[src/rtl/vector_capture_pkg.sv]
// Purpose : shared types and helpers for the vector output capture block.
// Latency : n/a (types, constants and constant functions only).
// Backpressure: n/a.
package vector_capture_pkg;

    typedef enum logic [1:0] {
        IDLE    = 2'd0,
        CAPTURE = 2'd1,
        DRAIN   = 2'd2,
        DONE    = 2'd3
    } cap_state_t;

    // Width of a lane index; a single-lane build still needs one bit.
    function automatic int lane_idx_w(input int lanes);
        return (lanes > 1) ? $clog2(lanes) : 1;
    endfunction

    // Bit offset of lane idx inside a packed vector word.
    function automatic int lane_lsb(input int idx, input int width);
        return idx * width;
    endfunction

endpackage

[src/rtl/vector_capture_fifo.sv]
// Purpose : synchronous FIFO holding captured vector words.
// Latency : push visible at o_dout / o_level one cycle after the push edge.
// Backpressure: push while full is dropped unless a pop happens in the same cycle.
// Ports   : i_clk, i_rst_n (async active-low), i_push/i_din, i_pop,
//           o_dout (head word), o_full, o_empty, o_level (words held).
module vector_capture_fifo #(
    parameter int WIDTH = 48,
    parameter int DEPTH = 16
) (
    input  logic                   i_clk,
    input  logic                   i_rst_n,
    input  logic                   i_push,
    input  logic [WIDTH-1:0]       i_din,
    input  logic                   i_pop,
    output logic [WIDTH-1:0]       o_dout,
    output logic                   o_full,
    output logic                   o_empty,
    output logic [$clog2(DEPTH):0] o_level
);
    localparam int AW = $clog2(DEPTH);

    logic [WIDTH-1:0] r_mem [DEPTH];
    logic [AW-1:0]    r_wr_ptr;
    logic [AW-1:0]    r_rd_ptr;
    logic [AW:0]      r_level;
    logic             w_do_push;
    logic             w_do_pop;

    assign o_full    = (r_level == (AW+1)'(DEPTH));
    assign o_empty   = (r_level == '0);
    assign o_level   = r_level;
    assign o_dout    = r_mem[r_rd_ptr];
    assign w_do_pop  = i_pop && !o_empty;
    // A pop in the same cycle frees the slot, so a push into a full FIFO is kept.
    assign w_do_push = i_push && (!o_full || w_do_pop);

    always_ff @(posedge i_clk) begin
        if (w_do_push) begin
            r_mem[r_wr_ptr] <= i_din;
        end
    end

    always_ff @(posedge i_clk or negedge i_rst_n) begin
        if (!i_rst_n) begin
            r_wr_ptr <= '0;
            r_rd_ptr <= '0;
            r_level  <= '0;
        end else begin
            if (w_do_push) begin
                r_wr_ptr <= r_wr_ptr + AW'(1);
            end
            if (w_do_pop) begin
                r_rd_ptr <= r_rd_ptr + AW'(1);
            end
            if (w_do_push && !w_do_pop) begin
                r_level <= r_level + (AW+1)'(1);
            end else if (w_do_pop && !w_do_push) begin
                r_level <= r_level - (AW+1)'(1);
            end
        end
    end

endmodule

[src/rtl/vector_output_capture.sv]
// Purpose : frame-bounded capture of CPU vector outputs, serialised lane by lane onto a byte stream.
// Latency : captured word's first beat valid one cycle after out_flag; words stream back-to-back.
// Backpressure: m_ready stalls the stream; CPU side has none, so a full FIFO drops words (sticky overflow).
// Ports   : clock, reset (async active-low); out_data/out_flag from the CPU; start/frame_len frame
//           control; m_data/m_valid/m_ready/m_last stream; busy, frame_done, overflow, fifo_level,
//           checksum status. Define VOC_CHECKSUM_EN to enable the running beat checksum.
module vector_output_capture
    import vector_capture_pkg::*;
#(
    parameter int LANES        = 6,
    parameter int OUTPUT_WIDTH = 8,
    parameter int FIFO_DEPTH   = 16,
    parameter int LEN_WIDTH    = 20
) (
    input  logic                          clock,
    input  logic                          reset,
    input  logic [LANES*OUTPUT_WIDTH-1:0] out_data,
    input  logic                          out_flag,
    input  logic                          start,
    input  logic [LEN_WIDTH-1:0]          frame_len,
    output logic [OUTPUT_WIDTH-1:0]       m_data,
    output logic                          m_valid,
    input  logic                          m_ready,
    output logic                          m_last,
    output logic                          busy,
    output logic                          frame_done,
    output logic                          overflow,
    output logic [$clog2(FIFO_DEPTH):0]   fifo_level,
    output logic [OUTPUT_WIDTH-1:0]       checksum
);
    localparam int VEC_W      = LANES * OUTPUT_WIDTH;
    localparam int LANE_IDX_W = lane_idx_w(LANES);
    localparam int LVL_W      = $clog2(FIFO_DEPTH) + 1;

    cap_state_t              r_state;
    cap_state_t              w_state_nxt;
    logic [LEN_WIDTH-1:0]    r_frame_len;
    logic [LEN_WIDTH-1:0]    r_captured;
    logic [LANE_IDX_W-1:0]   r_lane;
    logic                    r_overflow;
    logic                    r_frame_done;

    logic                    w_start_ok;
    logic                    w_push;
    logic                    w_pop;
    logic                    w_full;
    logic                    w_empty;
    logic                    w_hs;
    logic                    w_lane_last;
    logic                    w_capture_end;
    logic [VEC_W-1:0]        w_head;
    logic [OUTPUT_WIDTH-1:0] w_lane_dat;
    logic [LVL_W-1:0]        w_level;

    assign w_start_ok    = (r_state == IDLE) && start;
    assign w_push        = (r_state == CAPTURE) && out_flag;
    assign w_capture_end = w_push && ((r_captured + LEN_WIDTH'(1)) == r_frame_len);

    // The serializer works straight off the FIFO head and pops only after the
    // final lane, so a word being emitted still counts in fifo_level.
    assign m_valid     = !w_empty;
    assign w_hs        = m_valid && m_ready;
    assign w_lane_last = (r_lane == LANE_IDX_W'(LANES - 1));
    assign w_pop       = w_hs && w_lane_last;

    vector_capture_fifo #(
        .WIDTH (VEC_W),
        .DEPTH (FIFO_DEPTH)
    ) u_fifo (
        .i_clk   (clock),
        .i_rst_n (reset),
        .i_push  (w_push),
        .i_din   (out_data),
        .i_pop   (w_pop),
        .o_dout  (w_head),
        .o_full  (w_full),
        .o_empty (w_empty),
        .o_level (w_level)
    );

    always_comb begin
        w_lane_dat = '0;
        for (int i = 0; i < LANES; i++) begin
            if (r_lane == LANE_IDX_W'(i)) begin
                w_lane_dat = w_head[lane_lsb(i, OUTPUT_WIDTH) +: OUTPUT_WIDTH];
            end
        end
    end

    assign m_data = m_valid ? w_lane_dat : '0;
    // Nothing is pushed in DRAIN, so a single held word there is the frame's
    // last stored vector -- this also covers frames whose tail was dropped.
    assign m_last     = m_valid && w_lane_last && (r_state == DRAIN) && (w_level == LVL_W'(1));
    assign busy       = (r_state != IDLE);
    assign frame_done = r_frame_done;
    assign overflow   = r_overflow;
    assign fifo_level = w_level;

    always_comb begin
        w_state_nxt = r_state;
        case (r_state)
            IDLE:    if (start) w_state_nxt = (frame_len == '0) ? DONE : CAPTURE;
            CAPTURE: if (w_capture_end) w_state_nxt = DRAIN;
            DRAIN:   if (w_empty) w_state_nxt = DONE;
            DONE:    w_state_nxt = IDLE;
            default: w_state_nxt = IDLE;
        endcase
    end

    always_ff @(posedge clock or negedge reset) begin
        if (!reset) begin
            r_state      <= IDLE;
            r_frame_len  <= '0;
            r_captured   <= '0;
            r_lane       <= '0;
            r_overflow   <= 1'b0;
            r_frame_done <= 1'b0;
        end else begin
            r_state      <= w_state_nxt;
            r_frame_done <= (r_state == DONE);
            if (w_start_ok) begin
                r_frame_len <= frame_len;
                r_captured  <= '0;
                r_overflow  <= 1'b0;
            end else if (w_push) begin
                // Frame length counts CPU outputs, including dropped ones.
                r_captured <= r_captured + LEN_WIDTH'(1);
                if (w_full && !w_pop) begin
                    r_overflow <= 1'b1;
                end
            end
            if (w_hs) begin
                r_lane <= w_lane_last ? '0 : r_lane + LANE_IDX_W'(1);
            end
        end
    end

`ifdef VOC_CHECKSUM_EN
    logic [OUTPUT_WIDTH-1:0] r_checksum;

    always_ff @(posedge clock or negedge reset) begin
        if (!reset) begin
            r_checksum <= '0;
        end else if (w_start_ok) begin
            r_checksum <= '0;
        end else if (w_hs) begin
            r_checksum <= r_checksum + m_data;
        end
    end

    assign checksum = r_checksum;
`else
    assign checksum = '0;
`endif

endmodule

[config.mk]
export PLATFORM = sky130hd
export DESIGN_NAME = vector_output_capture
export DESIGN_NICKNAME = d
export VERILOG_FILES = /design/src/rtl/vector_capture_pkg.sv /design/src/rtl/vector_capture_fifo.sv /design/src/rtl/vector_output_capture.sv
export SDC_FILE = /design/constraint.sdc
export NUM_CORES = 1
export LEC_CHECK = 0
export BUFFER_PORTS_ARGS = -buffer_cell sky130_fd_sc_hd__buf_2
export CAP_MARGIN = 20
export CORE_MARGIN = 3
export CORE_UTILIZATION = 62
export DETAILED_ROUTE_END_ITERATION = 10
export PLACE_DENSITY = 0.79
export SKIP_LAST_GASP = 1
export SLEW_MARGIN = 20
export SYNTH_ARGS = -nofsm -noshare
export SYNTH_HDL_FRONTEND = slang
export SYNTH_HIERARCHICAL = 1
export SYNTH_SLANG_ARGS = --single-unit
[constraint.sdc]
create_clock -name clock -period 6.2 [get_ports clock]
set_input_delay 0.31 -clock clock [delete_from_list [all_inputs] [get_ports clock]]
set_output_delay 0.31 -clock clock [all_outputs]
set_load 0.05 [all_outputs]
==> metrics.txt, run 1 <==
status finished clean; post-synthesis sequential area ratio 73.7%; hold_buf cts 21; asr flop ratio synth 7.25%; area leader, netlist edfxtp_1; worst r2r src u_fifo/o_level[0]; most common library cells after synthesis edfxtp_1 (768), mux2i_1 (210), nand2_1 (143), a221oi_1 (96), mux4_2 (96); Top Ports 99; Worst Hold Depth 1; Max stage delay on crit path 850 ps; # DRC 0; leakage 12.9 nW; RD Place Congestion 0.796; Fmax achieved 0.204 GHz; Logic pwr share 27.0%; Root Buffer clkbuf_16; fin cells 2,753; Final TNS setup 0 ps; Flop pwr share 42.3%; Synth Instances 1,873; Hold Crit Endpoint u_fifo/r_mem[11][13]; Max H-tree Level 3; reg2reg end u_fifo/o_level[4]; R2R depth 13; WL/cell 27.7 um; Clock transition at path regs 60 ps; min Tclk post-route 4910 ps; CP endpoint kind output port; Crit Path Class flip-flop to output port; Data arrival, critical path 4600 ps; row count 84; Synth top area share 69.2%; Clock Skew 17.7 ps; DP Wirelength 37,900 um; Routed WL 76,200 um; routed vias 18,300; P_sw 5.01 mW; port bufs 90; Longest Clk Path Bufs 3; Mean Syn Cell Area 17.8 um^2; max_cap viols 0; Final Hold Viols 0; Post-CTS Setup Repair Bufs 0; Synth Flop Type edfxtp_1; flip-flop and latch area 24,600 um^2; CTS resizes 0; # fillers 3,155; max-slew violation count 0; period utilization 79.1%; number of global-route vias before repair 18,700; DRT iter0 DRCs 2,157; DR vias/cell 6.66; Syn. warnings 6; relative slew slack 29.5%; power per cell area 429 nW/um^2; Max FO, Critical Path 27; startpoint types flip-flop; main area contributors after synthesis edfxtp_1 (69%), mux4_2 (6.5%), mux2i_1 (6.3%); Layout area overhead 12.4%; Overflow after GRT 0; Post-synth EDFFs 768; die width 238 um; antenna viol nets, final 0; final net count 2,086; 1st-pass router iterations 6; Synth Cell Area 33,300 um^2; Worst Hold Launch out_data[13]; critical path cell sequence inv_2 -> buf_4 -> a221oi_1 -> o21ai_0 -> nand2_1 -> mux2i_1 -> o21ai_0 -> a22oi_1 -> a211oi_1 -> a21oi_1 -> nor2_1 -> buf_2; CP required 5890 ps; largest net degree at the start of global routing 71; first-pass GRT wire length 114,000 um; reg-to-reg setup timing slack 2170 ps; Worst-Margin Slew 1060 ps; Sw Ratio 31.2%; fraction of layout cells with a size suffix above 1 18.6%; Int Pwr 11.1 mW; clock latency on the worst-skew pair 620 ps; Slowest-stage cell, CP dfrtp_2; area of the multi-input gates 8290 um^2; flops & latches, synth 828; initial antenna violation count 5; placed cells 2,579; Die Area 56,600 um^2; initial core utilization 63.0%; Final setup viols 0; CTS tree done; Total GRT Usage 27.0%; Die H 238 um; CP dominant cell by count o21ai_0; RSZ-0062 raised after global routing no; power share of the clock group 30.7%; # clock sinks 828; top-count cell post-synth edfxtp_1; Inserted Clock Buffers 82; CORE AREA 52,900 um^2; maximum VDD drop 0.000433 V; Yosys cell types 64; Min-Delay Path Class input pin to flip-flop
-- per-stage QoR --
| step | cell area (um^2) | setup slack, ps | hold slack (ps) | power, mW | utilization (%) |
|---|---|---|---|---|---|
| 6_report | 37500 | 1290 | 65.7 | 16.1 | 70.9 |
| 5_1_grt | 37500 | 1080 | 53.0 | 16.7 | 70.9 |
| 4_1_cts | 37500 | 1420 | 32.4 | 16.1 | 70.9 |
| 3_5_place_dp | 34600 | 2100 | 488 | 11.2 | 65.4 |
| 3_3_place_gp | 34600 | 2180 | 478 | 11.0 | 65.4 |
| 2_1_floorplan | 33400 | 357 | 14.4 | 9.95 | - |
-- power groups by stage --
stage	Combinational (mW)	Clock, mW	Sequential (mW)
finish	4.34	4.92	6.80
global placement	4.14	0	6.88
detailed placement	4.26	0	6.91
CTS	4.31	4.99	6.80
floorplan	3.18	0	6.78
global route	4.63	5.20	6.84
-- registers in the layout, indices dropped and copies added (netlist names) --
register and count:
u_fifo/r_rd_ptr 4, u_fifo/r_wr_ptr 4, u_fifo/o_level 5, u_fifo/r_mem 768, r_state 2, r_frame_len 20
r_captured 20, overflow 1, r_lane 3, frame_done 1
-- layout by cell type (no fill, tap or decap), drive strengths merged, types with 21 or more instances in the layout --
| master | instances |
|---|---|
| edfxtp | 768 |
| xor2 | 21 |
| xnor2 | 29 |
| dfrtp | 60 |
| mux2i | 210 |
| dlygate4sd3 | 21 |
| buf | 127 |
| clkbuf | 105 |
| o21ai | 65 |
| clkinv | 31 |
| mux4 | 96 |
| a22oi | 56 |
| nor2 | 62 |
| nand2 | 145 |
| a221oi | 96 |
-- how the worst max path moves through the flow --
stage	slack, ps	startpoint	endpoint
floorplan	360	u_fifo/o_level[0]	u_fifo/r_mem[0][0]
global placement	2180	u_fifo/r_rd_ptr[3]	m_data[2]
detailed placement	2100	u_fifo/r_rd_ptr[0]	m_data[2]
CTS	1420	u_fifo/r_rd_ptr[0]	m_data[4]
global route	1080	u_fifo/r_rd_ptr[0]	m_data[1]
finish	1290	u_fifo/r_rd_ptr[3]	m_data[4]
-- cell families after synthesis --
family / after synthesis / share of synthesized area, %
flip-flops: 828 / 73.7
buffers and inverters: 132 / 1.87
XOR/XNOR: 50 / 1.31
multiplexers: 309 / 12.9
adder cells (fa/ha/maj): 17 / 0.661
AO/OA/AOI/OAI: 260 / 5.64
other: 1 / 0.0113
AND/OR/NAND/NOR: 276 / 3.90
-- worst max-delay path: cells and delay by family (launching register included) --
family / cells / cell delay, ps
compound gates: 6 / 1580
mux: 1 / 80
simple gates: 2 / 230
buf+inv: 3 / 1210
flops: 1 / 850
-- routing by layer --
layer | wire length (um) | GRT usage [%] | up-vias
met1 | 29000 | 36.6 | 9421
met3 | 6510 | 5.36 | 185
met2 | 38200 | 44.7 | 979
met4 | 2430 | 9.73 | 4
li1 | - | - | 7753
met5 | 25 | 0 | -
-- area by class of cell --
class                   count  area share (%)
diodes                      4          0.0267
clock inverters            44            1.23
repair buffers            148            2.67
well taps                 688            2.30
flip-flops and latches    828            65.6
multi-input cells         920            22.1
inverters                  16           0.160
clock buffers             105            5.90
Power figures use the tool's default switching activity.
==> run 2: changes to the inputs <==
Settings changed: ABC_AREA set to 1.
Clock period 6.2 ns to 4.89 ns, I/O delays scaled along.
==> run 2 against run 1 <==
- global-route usage increased by 2.5 points
- synthesized cell count increased by 93%
- final cell count increased by 66%
- sequential share of layout area decreased by 5.2 points
- critical path depth increased by 3
- core utilization increased by 0.37 points
- clock skew about the same
- design area increased by 8.7%
- total power increased by 37%
- register-to-register slack got worse by 980 ps
- first-iteration DRC count increased by 40%
- synthesized area increased by 8.8%
==> metrics.txt, run 2 <==
die width 248 um (+4.2%); Worst-Margin Slew 1020 ps (-32.3 ps); Overflow after GRT 0 (unchanged); WP buf/inv 3 (unchanged); Fmax achieved 0.215 GHz; 1st-pass router iterations 5 (-1); RSZ-0062 raised after global routing no; power per cell area 541 nW/um^2 (+26%); Die H 248 um (+4.2%); Synth Cell Area 36,200 um^2 (+8.8%); routed vias 25,700 (+40%); CORE AREA 57,100 um^2 (+8.1%); Final Hold Viols 0 (unchanged); fin worst setup slack 244 ps (-1050 ps); WL/cell 19.5 um (-29%); first-pass GRT wire length 137,000 um (+20%); Min-Delay Path Class input pin to flip-flop; Post-synth EDFFs 768 (unchanged); period utilization 95.0%; Clock Skew 18.1 ps (+0.484 ps); area leader, netlist edfxtp_1; max-slew violation count 0 (unchanged); leakage 17.1 nW (+32%); Crit Path Class flip-flop to output port; Total GRT Usage 29.5% (+2.5 points); placed cells 4,353 (+69%); CTS tree done; Synth Flop Type edfxtp_1; Slowest-stage cell, CP o21ai_0; Post-CTS Setup Repair Bufs 0 (unchanged); DR vias/cell 5.61 (-16%); CTS resizes 0 (unchanged); critical path cell sequence inv_8 -> buf_12 -> nand2_1 -> nand3_1 -> nand2_1 -> nor2_1 -> nand2_1 -> nand2_1 -> nand2_1 -> o2111ai_1 -> o21ai_0 -> o21ai_0 -> o21ai_0 -> nor2_1 -> buf_2; Placement Setup Slack 1100 ps (-1010 ps); max FFs per register 768 (unchanged); RD Place Congestion 0.860 (+8.0%); Max FO, Critical Path 132 (+390%); relative slew slack 31.7% (+2.2 points); main area contributors after synthesis edfxtp_1 (64%), nand2_1 (14%), nand3_1 (4.6%); startpoint types flip-flop; Data arrival, critical path 4400 ps (-200 ps); largest net degree at the start of global routing 216 (+200%); max_cap viols 0 (unchanged); Final Power 22.0 mW (+37%); maximum VDD drop 0.000879 V (+100%); post-synthesis sequential area ratio 67.8% (-5.9 points); worst hold slack 20.0 ps (-45.7 ps); fraction of layout cells with a size suffix above 1 8.00% (-11 points); CP required 4650 ps (-1240 ps); Reg with most FFs u_fifo/r_mem; Max H-tree Level 3 (unchanged); CP endpoint kind output port; Routed WL 89,300 um (+17%); row count 87 (+3.6%); Root Buffer clkbuf_16; Final setup viols 0 (unchanged); Yosys cell types 36 (-44%); port bufs 90 (unchanged); Top Registers u_fifo/r_mem (768), r_captured (20), r_frame_len (20); Syn. warnings 6 (unchanged); Longest Clk Path Bufs 3 (unchanged); Final TNS setup 0 ps (unchanged); most common cell after layout, fill and taps aside nand2_1; DRT iter0 DRCs 3,015 (+40%); status finished clean; initial antenna violation count 2 (-3); antenna viol nets, final 0 (unchanged); flops & latches, synth 828 (unchanged); CP dominant cell by count nand2_1; Max stage delay on crit path 580 ps (-270 ps); initial core utilization 63.4% (+0.39 points); Clock transition at path regs 60 ps (about the same); Die Area 61,400 um^2 (+8.5%); DP Wirelength 46,500 um (+23%); # fillers 3,868 (+23%); Inserted Clock Buffers 83 (+1.2%); Layout area overhead 12.3% (about the same); # clock sinks 828 (unchanged); top-count cell post-synth nand2_1; Synth top area share 63.6% (-5.6 points); most frequent cells in the layout nand2_1 (1,394), edfxtp_1 (768), inv_1 (379); most common library cells after synthesis nand2_1 (1,394), edfxtp_1 (768), inv_1 (380), nand3_1 (334), nor2_1 (324); Top Ports 99 (unchanged); asr flop ratio synth 7.25% (unchanged); delay-heaviest family, CP buffers and inverters; fin cells 4,572 (+66%); min Tclk post-route 4650 ps; final net count 3,840 (+84%); Synth Instances 3,610 (+93%); Mean Syn Cell Area 10.0 um^2 (-44%); # DRC 0 (unchanged); number of global-route vias before repair 24,400 (+30%); clock latency on the worst-skew pair 630 ps (about the same)
==> run 2: cells by family after synthesis <==
logic type | count (synthesis) | share of synthesized area, %
flip-flops | 828 | 67.8
AND/OR/NAND/NOR | 2115 | 23.6
other | 1 | 0.0103
AO/OA/AOI/OAI | 88 | 1.36
XOR/XNOR | 9 | 0.217
buffers and inverters | 552 | 6.43
adder cells (fa/ha/maj) | 17 | 0.608
==> run 2: metal layers <==
metal	up-vias	wire length, um	track usage, %	share of wire [%]
li1	12000	-	-	-
met1	12100	34200	40.4	38
met2	1387	42500	47.9	48
met3	252	9230	5.00	10
met4	0	3420	11.1	3.8
met5	-	0	0	0
==> run 2: timing repair <==
action | CTS | global route
setup endpoints to repair | 0 | 0
hold buffers | 68 | 0
endpoints found under the hold margin | 801 | 0
==> run 2: worst paths after layout <==
| path | start | to | cells after the start | slack (ps) |
|---|---|---|---|---|
| min | out_data[8] | u_fifo/r_mem[9][8] | 1 | 20 |
| max in group asynchronous | reset | u_fifo/r_rd_ptr[0] | 3 | 3880 |
| max | u_fifo/r_rd_ptr[0] | m_data[0] | 15 | 240 |
| min reg2reg | r_frame_len[19] | r_frame_len[19] | 2 | 510 |
| max reg2reg | u_fifo/o_level[0] | u_fifo/r_mem[8][3] | 12 | 1190 |
| min in group asynchronous | reset | r_captured[7] | 3 | 380 |
==> run 2: cell type report <==
type | count | area, um^2 | share of cell area (%)
tap | 756 | 946 | 2.32
inverter | 384 | 1460 | 3.58
antenna | 2 | 5.00 | 0.0123
sequential | 828 | 24600 | 60.4
clock buffer | 103 | 2220 | 5.44
clock inverter | 46 | 378 | 0.928
timing repair buffer | 216 | 1680 | 4.12
multi-input combinational | 2237 | 9460 | 23.2
==> run 2: through the flow <==
stage          area, um^2  utilization [%]
3_3_place_gp        37400             65.5
2_1_floorplan       36300                -
6_report            40700             71.2
4_1_cts             40700             71.2
5_1_grt             40700             71.2
3_5_place_dp        37400             65.5
==> run 2: worst register-to-register path: stages, from the launching register on <==
cell     delay [ps]
dfrtp_1         470
nor2_1          120
nand3_1         140
inv_1           300
inv_1           190
nand2_1         240
nor2_1          310
inv_1            70
nand4_1         180
nand2_1         100
buf_4           230
nor3_2          140
buf_4           810
==> run 2: power breakdown <==
part / switching, mW / total [mW] / internal (mW)
clock: 2.61 / 6.09 / 3.48
combinational: 5.51 / 7.50 / 1.98
sequential: 0.250 / 8.42 / 8.17
total: 8.37 / 22.0 / 13.6
